**src/rtl/ex_operand_stage_if.sv**
```systemverilog
// Bundles the ID-stage operands, the forwarding sources and the EX-stage
// outputs that connect ex_operand_stage to the rest of the pipeline.
interface ex_operand_stage_if #(
   parameter int XLEN = 64,
   parameter int REGW = 5
);
   logic            id_valid;
   logic [XLEN-1:0] id_rs1_data;
   logic [XLEN-1:0] id_rs2_data;
   logic [XLEN-1:0] id_imm;
   logic [REGW-1:0] id_rs1;
   logic [REGW-1:0] id_rs2;
   logic [REGW-1:0] id_rd;
   logic            id_alu_src;
   logic [1:0]      id_alu_op;
   logic [3:0]      id_funct;
   logic [4:0]      id_ctrl;
   logic            flush;
   logic            exmem_reg_write;
   logic            memwb_reg_write;
   logic [REGW-1:0] exmem_rd;
   logic [REGW-1:0] memwb_rd;
   logic [XLEN-1:0] exmem_result;
   logic [XLEN-1:0] memwb_result;
   logic [XLEN-1:0] alu_x;
   logic [XLEN-1:0] alu_y;
   logic [3:0]      alu_control;
   logic [XLEN-1:0] ex_store_data;
   logic [REGW-1:0] ex_rd;
   logic [4:0]      ex_ctrl;
   logic            ex_valid;
   logic            stall;

   modport master (
      output id_valid, id_rs1_data, id_rs2_data, id_imm, id_rs1, id_rs2, id_rd,
             id_alu_src, id_alu_op, id_funct, id_ctrl, flush,
             exmem_reg_write, memwb_reg_write, exmem_rd, memwb_rd,
             exmem_result, memwb_result,
      input  alu_x, alu_y, alu_control, ex_store_data, ex_rd, ex_ctrl,
             ex_valid, stall
   );

   modport slave (
      input  id_valid, id_rs1_data, id_rs2_data, id_imm, id_rs1, id_rs2, id_rd,
             id_alu_src, id_alu_op, id_funct, id_ctrl, flush,
             exmem_reg_write, memwb_reg_write, exmem_rd, memwb_rd,
             exmem_result, memwb_result,
      output alu_x, alu_y, alu_control, ex_store_data, ex_rd, ex_ctrl,
             ex_valid, stall
   );
endinterface

```
**src/rtl/ex_operand_stage.sv**
```systemverilog
// ID/EX pipeline register with ALU-control decode, load-use stall detection
// and combinational EX/MEM, MEM/WB operand forwarding.
module ex_operand_stage #(
   parameter int XLEN = 64,
   parameter int REGW = 5
) (
   input  logic               clk,
   input  logic               rst_n,
   ex_operand_stage_if.slave  bus
);
   localparam logic [3:0] ALU_AND  = 4'h0;
   localparam logic [3:0] ALU_OR   = 4'h1;
   localparam logic [3:0] ALU_ADD  = 4'h2;
   localparam logic [3:0] ALU_SUB  = 4'h6;
   localparam logic [3:0] ALU_ZERO = 4'hF;

   localparam int CTRL_MEM_READ = 3;

   logic            ex_valid_q;
   logic [4:0]      ex_ctrl_q;
   logic [REGW-1:0] ex_rd_q;
   logic [REGW-1:0] ex_rs1_q;
   logic [REGW-1:0] ex_rs2_q;
   logic [XLEN-1:0] ex_rs1_data_q;
   logic [XLEN-1:0] ex_rs2_data_q;
   logic [XLEN-1:0] ex_imm_q;
   logic            ex_alu_src_q;
   logic [3:0]      alu_control_q;

   logic            hazard;
   logic            bubble;
   logic [3:0]      alu_control_d;
   logic [XLEN-1:0] fwd_a;
   logic [XLEN-1:0] fwd_b;

   function automatic logic [3:0] decode_alu(input logic [1:0] op, input logic [3:0] funct);
      logic [3:0] code;
      code = ALU_ZERO;
      case (op)
         2'b00: code = ALU_ADD;
         2'b01: code = ALU_SUB;
         2'b10: begin
            case (funct)
               4'b0000: code = ALU_ADD;
               4'b1000: code = ALU_SUB;
               4'b0111: code = ALU_AND;
               4'b0110: code = ALU_OR;
               default: code = ALU_ZERO;
            endcase
         end
         default: code = ALU_ZERO;
      endcase
      return code;
   endfunction

   always_comb begin
      hazard = ex_valid_q & ex_ctrl_q[CTRL_MEM_READ] & (ex_rd_q != '0) & bus.id_valid &
               ((ex_rd_q == bus.id_rs1) | (ex_rd_q == bus.id_rs2));
      bubble = bus.flush | hazard | ~bus.id_valid;
      alu_control_d = decode_alu(bus.id_alu_op, bus.id_funct);
   end

   // Data registers follow ID even during a bubble; only the control side is killed.
   always_ff @(posedge clk) begin
      if (!rst_n) begin
         ex_valid_q    <= 1'b0;
         ex_ctrl_q     <= '0;
         ex_rd_q       <= '0;
         ex_rs1_q      <= '0;
         ex_rs2_q      <= '0;
         ex_rs1_data_q <= '0;
         ex_rs2_data_q <= '0;
         ex_imm_q      <= '0;
         ex_alu_src_q  <= 1'b0;
         alu_control_q <= ALU_ZERO;
      end else begin
         ex_rs1_q      <= bus.id_rs1;
         ex_rs2_q      <= bus.id_rs2;
         ex_rs1_data_q <= bus.id_rs1_data;
         ex_rs2_data_q <= bus.id_rs2_data;
         ex_imm_q      <= bus.id_imm;
         ex_alu_src_q  <= bus.id_alu_src;
         if (bubble) begin
            ex_valid_q    <= 1'b0;
            ex_ctrl_q     <= '0;
            ex_rd_q       <= '0;
            alu_control_q <= ALU_ZERO;
         end else begin
            ex_valid_q    <= 1'b1;
            ex_ctrl_q     <= bus.id_ctrl;
            ex_rd_q       <= bus.id_rd;
            alu_control_q <= alu_control_d;
         end
      end
   end

   // EX/MEM is the younger result, so it wins over MEM/WB; x0 is never forwarded.
   always_comb begin
      fwd_a = ex_rs1_data_q;
      if (bus.exmem_reg_write && (bus.exmem_rd != '0) && (bus.exmem_rd == ex_rs1_q))
         fwd_a = bus.exmem_result;
      else if (bus.memwb_reg_write && (bus.memwb_rd != '0) && (bus.memwb_rd == ex_rs1_q))
         fwd_a = bus.memwb_result;

      fwd_b = ex_rs2_data_q;
      if (bus.exmem_reg_write && (bus.exmem_rd != '0) && (bus.exmem_rd == ex_rs2_q))
         fwd_b = bus.exmem_result;
      else if (bus.memwb_reg_write && (bus.memwb_rd != '0) && (bus.memwb_rd == ex_rs2_q))
         fwd_b = bus.memwb_result;
   end

   assign bus.alu_x         = fwd_a;
   assign bus.alu_y         = ex_alu_src_q ? ex_imm_q : fwd_b;
   assign bus.ex_store_data = fwd_b;
   assign bus.alu_control   = alu_control_q;
   assign bus.ex_rd         = ex_rd_q;
   assign bus.ex_ctrl       = ex_ctrl_q;
   assign bus.ex_valid      = ex_valid_q;
   assign bus.stall         = hazard;
endmodule

```
**src/flat_wrapper.sv**
```systemverilog
// flat-port wrapper written by rule: the top's interface ports become plain ports
module ex_operand_stage_flat 
#(
   parameter int XLEN = 64,
   parameter int REGW = 5
)
  (clk, rst_n, bus_id_valid, bus_id_rs1_data, bus_id_rs2_data, bus_id_imm, bus_id_rs1, bus_id_rs2, bus_id_rd, bus_id_alu_src, bus_id_alu_op, bus_id_funct, bus_id_ctrl, bus_flush, bus_exmem_reg_write, bus_memwb_reg_write, bus_exmem_rd, bus_memwb_rd, bus_exmem_result, bus_memwb_result, bus_alu_x, bus_alu_y, bus_alu_control, bus_ex_store_data, bus_ex_rd, bus_ex_ctrl, bus_ex_valid, bus_stall);
  ex_operand_stage_if #(.XLEN(XLEN), .REGW(REGW)) bus_i ();
  input  logic clk;
  input  logic rst_n;
  input wire logic [$bits(bus_i.id_valid)-1:0] bus_id_valid;
  input wire logic [$bits(bus_i.id_rs1_data)-1:0] bus_id_rs1_data;
  input wire logic [$bits(bus_i.id_rs2_data)-1:0] bus_id_rs2_data;
  input wire logic [$bits(bus_i.id_imm)-1:0] bus_id_imm;
  input wire logic [$bits(bus_i.id_rs1)-1:0] bus_id_rs1;
  input wire logic [$bits(bus_i.id_rs2)-1:0] bus_id_rs2;
  input wire logic [$bits(bus_i.id_rd)-1:0] bus_id_rd;
  input wire logic [$bits(bus_i.id_alu_src)-1:0] bus_id_alu_src;
  input wire logic [$bits(bus_i.id_alu_op)-1:0] bus_id_alu_op;
  input wire logic [$bits(bus_i.id_funct)-1:0] bus_id_funct;
  input wire logic [$bits(bus_i.id_ctrl)-1:0] bus_id_ctrl;
  input wire logic [$bits(bus_i.flush)-1:0] bus_flush;
  input wire logic [$bits(bus_i.exmem_reg_write)-1:0] bus_exmem_reg_write;
  input wire logic [$bits(bus_i.memwb_reg_write)-1:0] bus_memwb_reg_write;
  input wire logic [$bits(bus_i.exmem_rd)-1:0] bus_exmem_rd;
  input wire logic [$bits(bus_i.memwb_rd)-1:0] bus_memwb_rd;
  input wire logic [$bits(bus_i.exmem_result)-1:0] bus_exmem_result;
  input wire logic [$bits(bus_i.memwb_result)-1:0] bus_memwb_result;
  output wire logic [$bits(bus_i.alu_x)-1:0] bus_alu_x;
  output wire logic [$bits(bus_i.alu_y)-1:0] bus_alu_y;
  output wire logic [$bits(bus_i.alu_control)-1:0] bus_alu_control;
  output wire logic [$bits(bus_i.ex_store_data)-1:0] bus_ex_store_data;
  output wire logic [$bits(bus_i.ex_rd)-1:0] bus_ex_rd;
  output wire logic [$bits(bus_i.ex_ctrl)-1:0] bus_ex_ctrl;
  output wire logic [$bits(bus_i.ex_valid)-1:0] bus_ex_valid;
  output wire logic [$bits(bus_i.stall)-1:0] bus_stall;
  assign bus_i.id_valid = bus_id_valid;
  assign bus_i.id_rs1_data = bus_id_rs1_data;
  assign bus_i.id_rs2_data = bus_id_rs2_data;
  assign bus_i.id_imm = bus_id_imm;
  assign bus_i.id_rs1 = bus_id_rs1;
  assign bus_i.id_rs2 = bus_id_rs2;
  assign bus_i.id_rd = bus_id_rd;
  assign bus_i.id_alu_src = bus_id_alu_src;
  assign bus_i.id_alu_op = bus_id_alu_op;
  assign bus_i.id_funct = bus_id_funct;
  assign bus_i.id_ctrl = bus_id_ctrl;
  assign bus_i.flush = bus_flush;
  assign bus_i.exmem_reg_write = bus_exmem_reg_write;
  assign bus_i.memwb_reg_write = bus_memwb_reg_write;
  assign bus_i.exmem_rd = bus_exmem_rd;
  assign bus_i.memwb_rd = bus_memwb_rd;
  assign bus_i.exmem_result = bus_exmem_result;
  assign bus_i.memwb_result = bus_memwb_result;
  assign bus_alu_x = bus_i.alu_x;
  assign bus_alu_y = bus_i.alu_y;
  assign bus_alu_control = bus_i.alu_control;
  assign bus_ex_store_data = bus_i.ex_store_data;
  assign bus_ex_rd = bus_i.ex_rd;
  assign bus_ex_ctrl = bus_i.ex_ctrl;
  assign bus_ex_valid = bus_i.ex_valid;
  assign bus_stall = bus_i.stall;
  ex_operand_stage #(.XLEN(XLEN), .REGW(REGW)) u_core (.clk(clk), .rst_n(rst_n), .bus(bus_i));
endmodule
```
**config.mk**
```make
export PLATFORM = sky130hd
export DESIGN_NAME = ex_operand_stage_flat
export DESIGN_NICKNAME = d
export VERILOG_FILES = /design/src/rtl/ex_operand_stage_if.sv /design/src/rtl/ex_operand_stage.sv /design/src/flat_wrapper.sv
export SDC_FILE = /design/constraint.sdc
export NUM_CORES = 1
export LEC_CHECK = 0
export ABC_AREA = 1
export CAP_MARGIN = 20
export CELL_PAD_IN_SITES_DETAIL_PLACEMENT = 0
export CELL_PAD_IN_SITES_GLOBAL_PLACEMENT = 1
export CORE_AREA = 4 4 217 219
export DETAILED_ROUTE_END_ITERATION = 16
export DIE_AREA = 0 0 221 223
export PLACE_DENSITY = 0.88
export SYNTH_ARGS = -nofsm -noshare
export SYNTH_HDL_FRONTEND = slang
export SYNTH_SLANG_ARGS = --single-unit
export TNS_END_PERCENT = 1
```
**constraint.sdc**
```tcl
create_clock -name clk -period 2.9 [get_ports clk]
set_clock_uncertainty 0.05 [all_clocks]
set_input_delay 0.87 -clock clk [delete_from_list [all_inputs] [get_ports clk]]
set_output_delay 0.87 -clock clk [all_outputs]
set_load 0.005 [all_outputs]
```
Word-level counts from Yosys, hierarchy flattened
Index checks and enable logic that the tools add are counted.
Word-level totals
  register bits after elaboration: 218
  latch bits: 0
  RAM bits: 0
  bits in read-only memories: 0
  input port bits: 363
  output and inout bits: 208
  word-level logic and storage cells: 50
  memories: 0
Cells by class
  $add $sub $neg: 0
  multiply operators: 0
  div/mod/pow operators: 0
  $lt $le $gt $ge: 0
  eq/ne operators: 11
  shift operators: 0
  muxes and demuxes: 8
  bitwise operators: 9
  reduce and logical (&&, ||, !) cells: 12
Operators with widths (count)
  64-bit 2-to-1 mux: 5
  5-bit == test: 6
  4-bit case mux with 4 select lines: 1
  5-bit nonzero test: 3
  4-bit case mux with 3 select lines: 1
  4-bit by 3-bit == test with 1-bit output (second input constant): 2
  1-bit logical AND: 6
  1-bit bitwise AND: 4
  4-bit == test (second input constant): 1
  4-bit zero test: 1
  1-bit bitwise OR: 3
  2-bit by 1-bit == test with 1-bit output (second input constant): 1
  2-bit == test (second input constant): 1
  2-bit zero test: 1
  1-bit NOT: 2
  2-bit OR reduction: 1
  1-bit 2-to-1 mux: 1

Logic depth before layout (Yosys ltp)
Gate-level depths: netlist of run 1.
  depth after elaboration: 7
  gate-level depth with buffers: 11
  gate-level depth less buffers: 10

Worst setup path before layout of run 1
OpenSTA, ideal clock, no wires.
  path type: input-to-output
  start point: in bus_exmem_rd[1]
  end point: out bus_ex_store_data[10]
  arrival: 1.922 ns
  data required time: 1.980 ns
  slack: 0.058 ns
  stages: 6
  buffers on the path: 1
  cell sequence: xnor2_1 nand2_1 nor3_4 buf_6 nand3b_1 and2_1
Between the ends
  cells in the longest elaborated chain, start to end: 4
  elaborated cells between the ends (all ways): 5
  those cells by class: eq/ne: 1; mux: 1; reduce/logical: 3
Ends and longest elaborated chain
  from (decl): line flat_wrapper.sv:25  | input wire logic [$bits(bus_i.exmem_rd)-1:0] bus_exmem_rd;
  5-bit nonzero test: line ex_operand_stage.sv:106  | if (bus.exmem_reg_write && (bus.exmem_rd != '0) && (bus.exmem_rd == ex_rs2_q))
  1-bit logical AND: line ex_operand_stage.sv:106
  1-bit logical AND *: line ex_operand_stage.sv:106
  64-bit 2-to-1 mux *: line ex_operand_stage.sv:106
  to (decl): line flat_wrapper.sv:32  | output wire logic [$bits(bus_i.ex_store_data)-1:0] bus_ex_store_data;
Mark *: on every way between the ends. The rest lies on a longest branch, timed or not.

Final worst setup path of run 1
  start point: in bus_memwb_rd[4]
  end point: out bus_alu_x[61]
Between the ends
  cells in the longest elaborated chain, start to end: 5
  elaborated cells between the ends (all ways): 6
  those cells by class: eq/ne: 1; mux: 2; reduce/logical: 3
Ends and longest elaborated chain
  from (decl): line flat_wrapper.sv:26  | input wire logic [$bits(bus_i.memwb_rd)-1:0] bus_memwb_rd;
  5-bit nonzero test: line ex_operand_stage.sv:102  | else if (bus.memwb_reg_write && (bus.memwb_rd != '0) && (bus.memwb_rd == ex_rs1_q))
  1-bit logical AND: line ex_operand_stage.sv:102
  1-bit logical AND *: line ex_operand_stage.sv:102
  64-bit 2-to-1 mux *: line ex_operand_stage.sv:102
  64-bit 2-to-1 mux *: line ex_operand_stage.sv:100  | if (bus.exmem_reg_write && (bus.exmem_rd != '0) && (bus.exmem_rd == ex_rs1_q))
  to (decl): line flat_wrapper.sv:29  | output wire logic [$bits(bus_i.alu_x)-1:0] bus_alu_x;
Marks and branches as above.

==> results.md, run 1 <==
- Status: finished with violations
- Failing checks: setup timing
- Simple-gate share of the synthesized area: roughly 45%
- Finish-stage setup viols: between 150 and 200
- Clock slew at reported path FFs: 0.06 ns
- Layout cells sized above 1: about a quarter
- Final Slew Violations: 0
- Post-Synth XOR/XNOR Area: under 10%
- Starting Density: around 25%
- IO buf count: 570
- Minimum clock period after layout: about 3.5 ns
- Area grow syn2layout: 88.88%
- WHS: slightly above 0.6 ns
- Crit. End Element: primary output
- # nets final: about 2800
- Post-route non-filler standard cell count: 3065
- Final Cycle Share: 119.0%
- Post-Synth Adder-Cell Area: 0%
- DP Cell Count: 2893
- Max H-tree Level: 1
- RSZ-0062 raised after global routing: true
- MaxCap Viol Count: 0
- TNS Setup: -85.31 ns
- Mapped cell area: approximately 0.011 mm2
- Half-perimeter wire length after placement: 40940 um
- Syn Inst Count: ~1800
- First-pass GRT wire length: 81380 um
- IO Pins: around 570
- Routed vias/inst: ~4.6
- Final worst slack: -0.5515 ns
- DRT antenna net count: 0
- Cell Rows: between 70 and 80
- Initial antenna violation count: 6
- Placed instance area: approximately 0.018 mm2
- CTS sink cnt: between 200 and 250
- Ys Warns: 0
- Max frequency: 0.2897 GHz
- Gr ovfl total: 0
- Post-synthesis mux area share: 0%
- Vias in the first global route: roughly 14000
- Clk buf depth: 3
- Slew HR: roughly 69%
- CTS tree: built
- Yosys cell types: 26
- Worst Setup Start Kind: input port
- Sequential share of the synthesized area: 38.33%
- Gr usage total: a little over a fifth
- PwrDens: 420.4 mW/mm2
- CTS Hold Bufs: 0
- Synth Area in Compound Gates: 0.3187%
- Vert. Die Dim: about 220 um
- Root buf cell: clkbuf_16
- GP Congestion: between 0.9 and 1
- Worst vdd ir: around 0.40 mV
- #FFs+latches synth: 218
- Worst Path Max Fanout: 7
- DR DRC count: 0
- Clock latency on the worst-skew pair: 0.56 ns
- Avg Cell Area, Syn: 6.502 um2
- Design area: 0.02150 mm2
- Largest net degree at the start of global routing: between 70 and 80
- Total leakage power: around 12 nW
- Core box area: 0.04509 mm2
- Die Area: slightly below 0.05 mm2
- Final wirelength: between 60000 and 70000 um
- Via count: approximately 14000
- Net Count, Synth: 2114
- First-pass DRT Iterations: 6
- CP required: roughly 2 ns
- CTS buffer count: 28
- Tightest Pin Transition: approximately 0.47 ns
- Die width: approximately 220 um
- Crit Path Class: input port to primary output
- Final Hold Fails: 0
- Routed wire per std cell: 20.77 um
- Initial DRC count: 1094
- Worst path arrival time: roughly 2.5 ns
- Hold crit path type: input port to flop
- Largest family of logic cells by synthesized area: simple AND/OR/NAND/NOR gates
==> final cells by class <==
class                           count  area, um2
Sequential cell                   218       4369
Fill cell                        4460      23590
Inverter                          291       1105
Clock buffer                       43      878.3
Tap cell                          600      750.7
Timing Repair Buffer              768       7759
Antenna cell                        4      10.01
Multi-Input combinational cell   1132       6558
Clock inverter                      9      73.82
==> stage by stage <==
step / power (W) / utilization (%) / worst slack [ns]
final: 0.009040 / 47.69 / -0.5515
after global routing: 0.009393 / 47.69 / -0.6112
after CTS: 0.008856 / 43.15 / -0.9645
after detailed placement: 0.005260 / 40.53 / -1.265
after global placement: 0.005251 / 40.53 / -1.299
after floorplan: 0.003922 / - / 0.05766
==> cell usage after synthesis, drive strengths merged <==
cell type / count / share of area [%]
nand4: 4 / 0.22
dfxtp: 218 / 38
or2: 1 / 0.055
xor2: 15 / 1.2
o31ai: 1 / 0.066
nand3: 260 / 11
nand2: 612 / 20
o21ai: 1 / 0.077
a31oi: 1 / 0.055
and2: 64 / 3.5
nand3b: 129 / 8.5
inv: 291 / 9.6
o41ai: 1 / 0.077
and3b: 1 / 0.077
xnor2: 11 / 0.85
nor3: 5 / 0.36
buf: 61 / 3.0
clkbuf: 49 / 1.6
a21oi: 1 / 0.044
nor2: 25 / 0.82
==> flip-flops by register name, summed over array words and instances (netlist names) <==
name                    count
u_core.bus.ex_ctrl          5
u_core.ex_alu_src_q         1
u_core.bus.alu_control      4
u_core.ex_rs1_q             5
u_core.ex_rs1_data_q       64
u_core.bus.ex_valid         1
u_core.ex_imm_q            64
u_core.ex_rs2_data_q       64
u_core.ex_rs2_q             5
u_core.bus.ex_rd            5
==> routing by layer <==
metal	up-vias	GRT usage (%)	share of wire [%]	wire, um
met5	-	0	0.068	43
li1	6698	-	-	-
met3	142	5.566	8.9	5641
met4	6	8.174	3.9	2467
met2	735	36.39	46	29050
met1	6609	25.07	42	26460
==> timing repair <==
item / in CTS / in global routing
pin swaps: 34 / 69
resized for setup: 274 / 651
gates cloned: 4 / 26
endpoints found under the setup margin: 193 / 193
setup buffers: 3 / 83
endpoints found under the hold margin: 0 / 0
==> power by group <==
| part | switching (W) | total, W | internal (W) |
|---|---|---|---|
| registers | 0.0000611 | 0.00321 | 0.00315 |
| logic | 0.00102 | 0.00223 | 0.00120 |
| clock network | 0.00144 | 0.00360 | 0.00216 |
| total | 0.00253 | 0.00904 | 0.00651 |
==> cell usage in the layout (no fill, tap or decap), drive strengths merged <==
| cell type | count |
|---|---|
| bufinv | 1 |
| dlymetal6s2s | 36 |
| and3b | 1 |
| dlygate4sd2 | 7 |
| buf | 241 |
| o41ai | 1 |
| nand3 | 260 |
| a31oi | 1 |
| clkinv | 8 |
| nand2 | 612 |
| clkdlybuf4s15 | 6 |
| or2 | 1 |
| nand3b | 129 |
| clkbuf | 160 |
| dfxtp | 218 |
| nor3 | 5 |
| o31ai | 1 |
| nand4 | 4 |
| o21ai | 1 |
| a21oi | 1 |
| nor2 | 25 |
| inv | 291 |
| and2 | 64 |
| xnor2 | 11 |
| clkdlybuf4s50 | 361 |
| diode | 4 |
| xor2 | 15 |
==> logic make-up (layout without fill, tap and decap cells) <==
| family | Yosys count | after routing |
|---|---|---|
| other | 0 | 4 |
| buffers and inverters | 401 | 1111 |
| AND/OR/NAND/NOR | 1101 | 1101 |
| XOR/XNOR | 26 | 26 |
| AO/OA/AOI/OAI | 5 | 5 |
| flip-flops | 218 | 218 |
==> critical path, cell delays in order <==
cell and delay, ns:
buf_6 0.10, buf_6 0.12, buf_4 0.14, xor2_2 0.18, nor2_4 0.13, buf_12 0.13, nand2_8 0.12, buf_12 0.16
buf_8 0.12, buf_6 0.12, nand2_2 0.05, nand3_2 0.07, nand2_1 0.08, buf_2 0.11
==> path summary, 6_finish.rpt <==
kind / start / to / slack (ns) / depth (start not counted)
worst min-delay path: rst_n / u_core.ex_imm_q[41] / 0.62 / 3
worst min register to register: u_core.bus.ex_ctrl[3] / u_core.bus.alu_control[0] / 0.71 / 5
worst max-delay path: bus_memwb_rd[4] / bus_alu_x[61] / -0.55 / 14
worst max register to register: u_core.bus.ex_rd[0] / u_core.bus.alu_control[1] / 1.19 / 11
No activity file was read; power rests on OpenSTA's default activity.
==> run 2, diff against run 1 <==
--- a/config.mk
+++ b/config.mk
@@ -9,10 +9,10 @@
 export CAP_MARGIN = 20
 export CELL_PAD_IN_SITES_DETAIL_PLACEMENT = 0
 export CELL_PAD_IN_SITES_GLOBAL_PLACEMENT = 1
-export CORE_AREA = 4 4 217 219
+export CORE_MARGIN = 10
+export CORE_UTILIZATION = 27
 export DETAILED_ROUTE_END_ITERATION = 16
-export DIE_AREA = 0 0 221 223
-export PLACE_DENSITY = 0.88
+export PLACE_DENSITY = 0.92
 export SYNTH_ARGS = -nofsm -noshare
 export SYNTH_HDL_FRONTEND = slang
 export SYNTH_SLANG_ARGS = --single-unit
==> run 2 against run 1 <==
Compared with the run above: the run still ends with setup timing left; clock power grew 5%; cell count shrank 3.9%; first-iteration DRC count grew 8.9%; via count fell by 0.88%; power up 0.44%; highest routed layer unchanged.
==> results.md, run 2 (synthesized netlist as in run 1, its figures left out) <==
- Pre-CTS setup slack: -1.293 ns (was -1.265 ns)
- Crit. End Element: primary output (unchanged)
- Worst Path Max Fanout: 5 (was 7)
- DR DRC count: 0 (unchanged)
- Final worst slack: -0.5231 ns (was -0.5515 ns)
- Initial DRC count: 1191 (was 1094)
- R2R Path Start: u_core.bus.ex_rd[1] (was u_core.bus.ex_rd[0])
- Max frequency: 0.2921 GHz (was 0.2897 GHz)
- IO buf count: 570 (unchanged)
- First-pass DRT Iterations: 5 (was 6)
- Max H-tree Level: 1 (unchanged)
- Via count: 14070 (was 14190)
- Gr ovfl total: 0 (unchanged)
- Vias in the first global route: 14330 (was 13620)
- Final wirelength: 63260 um (was 63660 um)
- Cell Rows: 75 (was 78)
- Layout cells sized above 1: 21.73% (was 26.66%)
- Clock latency on the worst-skew pair: 0.56 ns (about the same)
- Fill cells: 4075 (was 4460)
- Core box area: 0.04185 mm2 (was 0.04509 mm2)
- Largest net degree at the start of global routing: 95 (was 72)
- CTS buffer count: 27 (was 28)
- Clock slew at reported path FFs: 0.05 ns (was 0.06 ns)
- Hold crit path type: input port to flop (unchanged)
- Final Power: 0.009080 W (was 0.009040 W)
- IO Pins: 571 (unchanged)
- Starting Density: 27.20% (was 25.25%)
- Die width: 225.3 um (was 221 um)
- CP required: 1.98 ns (about the same)
- TNS Setup: -74.27 ns (was -85.31 ns)
- Half-perimeter wire length after placement: 42850 um (was 40940 um)
- Clk buf depth: 3 (unchanged)
- Total leakage power: 11.01 nW (was 11.81 nW)
- DRT antenna net count: 0 (unchanged)
- RSZ-0062 raised after global routing: true (unchanged)
- First-pass GRT wire length: 88950 um (was 81380 um)
- Routed wire per std cell: 21.48 um (was 20.77 um)
- Worst Min Path Start: rst_n (unchanged)
- Root buf cell: clkbuf_16 (unchanged)
- Routed vias/inst: 4.776 (was 4.630)
- Failing checks: setup timing (unchanged)
- Gr usage total: 22.99% (was 21.07%)
- Tightest Pin Transition: 0.5546 ns (was 0.4667 ns)
- Status: finished with violations (unchanged)
- PwrDens: 446.1 mW/mm2 (was 420.4 mW/mm2)
- Final Cycle Share: 118.0% (was 119.0%)
- Die Area: 0.05078 mm2 (was 0.04928 mm2)
- Final Slew Violations: 0 (unchanged)
- CTS sink cnt: 218 (unchanged)
- Top flop regs: u_core.ex_imm_q (64), u_core.ex_rs1_data_q (64), u_core.ex_rs2_data_q (64) (unchanged)
- Vert. Die Dim: 225.3 um (was 223 um)
- GP Congestion: 0.9087 (was 0.9019)
- Worst vdd ir: 0.4023 mV (was 0.4013 mV)
- Final Hold Fails: 0 (unchanged)
- Worst path arrival time: 2.50 ns (was 2.53 ns)
- Crit Path Class: input port to primary output (unchanged)
- Area grow syn2layout: 78.77% (was 88.88%)
- Most frequent cells in the layout: 574 x nand2_1, 364 x clkdlybuf4s50_1, 288 x inv_1 (was 536 x nand2_1, 361 x clkdlybuf4s50_1, 288 x inv_1)
- CP startpoint: bus_exmem_rd[3] (was bus_memwb_rd[4])
- MaxCap Viol Count: 0 (unchanged)
- Slew HR: 63.03% (was 68.88%)
- Minimum clock period after layout: 3.423 ns (was 3.451 ns)
- Worst Setup Start Kind: input port (unchanged)
- Most common cell after layout, fill and taps aside: nand2_1 (unchanged)
- Finish-stage setup viols: 193 (unchanged)
- # nets final: 2745 (was 2802)
- Initial antenna violation count: 5 (was 6)
- Core Util, Final: 48.63% (was 47.69%)
- CTS tree: built (unchanged)
[run 2: cell count changes in the layout (fill, tap and decap cells not counted), moves of 10 or more]
cell             before  now
and2_1               37   50
and2_4               27   14
buf_2                48   66
buf_4                83   60
clkbuf_16            49   32
clkbuf_2             97   70
clkdlybuf4s15_2       4   14
dlymetal6s2s_1       36   16
nand2_1             536  574
nand2_2              58   33
nand2_4              15    2
nand3_1             150  186
nand3_2             103   73
[run 2: through the flow]
step           cell area [um2]  std cells  hold slack (ns)
2_1_floorplan            11380       1751           0.5806
3_3_place_gp             18190       2830           0.6478
3_5_place_dp             18190       2830           0.6425
4_1_cts                  20190       2924           0.5595
5_1_grt                  20350       2943           0.5835
6_report                 20350       2945           0.5867
[run 2: worst max-delay path, stage by stage]
cell and delay (ns):
buf_8 0.10, buf_6 0.11, xor2_2 0.15, buf_4 0.14
nor3_4 0.21, buf_8 0.18, buf_12 0.14, buf_6 0.11
buf_8 0.10, nand3b_1 0.09, and2_1 0.15, buf_2 0.14
[run 2: where the power goes]
part,leakage [nW],switching [W],total (W),internal [W]
clock network,0.476,0.00142,0.00377,0.00235
logic,8.72,0.000980,0.00210,0.00112
registers,1.82,0.0000575,0.00321,0.00315
total,11.0,0.00246,0.00908,0.00662
[run 2: what timing repair did]
item | CTS | global route
gates resized for setup | 613 | 289
cloned | 15 | 6
hold buffers | 0 | 0
setup endpoints to repair | 193 | 193
setup buffers | 30 | 19
pin swaps | 54 | 107
[run 2: metal layers]
metal	vias to the layer above	GRT usage, %	routed length [um]
met3	129	7.300	6844
li1	6586	-	-
met5	-	0	13
met2	761	38.60	29540
met1	6587	27.40	25140
met4	2	7.059	1721
[run 2: final cells by class]
cell class | count | area, um2 | area share [%]
Multi-Input combinational cell | 1132 | 6096 | 29.95
Antenna cell | 4 | 10.01 | 0.04918
Clock buffer | 35 | 745.7 | 3.664
Timing Repair Buffer | 712 | 7114 | 34.96
Sequential cell | 218 | 4370 | 21.47
Inverter | 291 | 1105 | 5.429
Clock inverter | 14 | 236.5 | 1.162
Tap cell | 539 | 674.4 | 3.314
[run 2: path summary, 6_finish.rpt]
path	to	slack (ns)	cells past startpoint
max	bus_ex_store_data[33]	-0.52	12
min	u_core.ex_imm_q[42]	0.59	3
max reg2reg	u_core.bus.ex_ctrl[1]	1.34	8
min reg2reg	u_core.bus.alu_control[2]	0.62	4
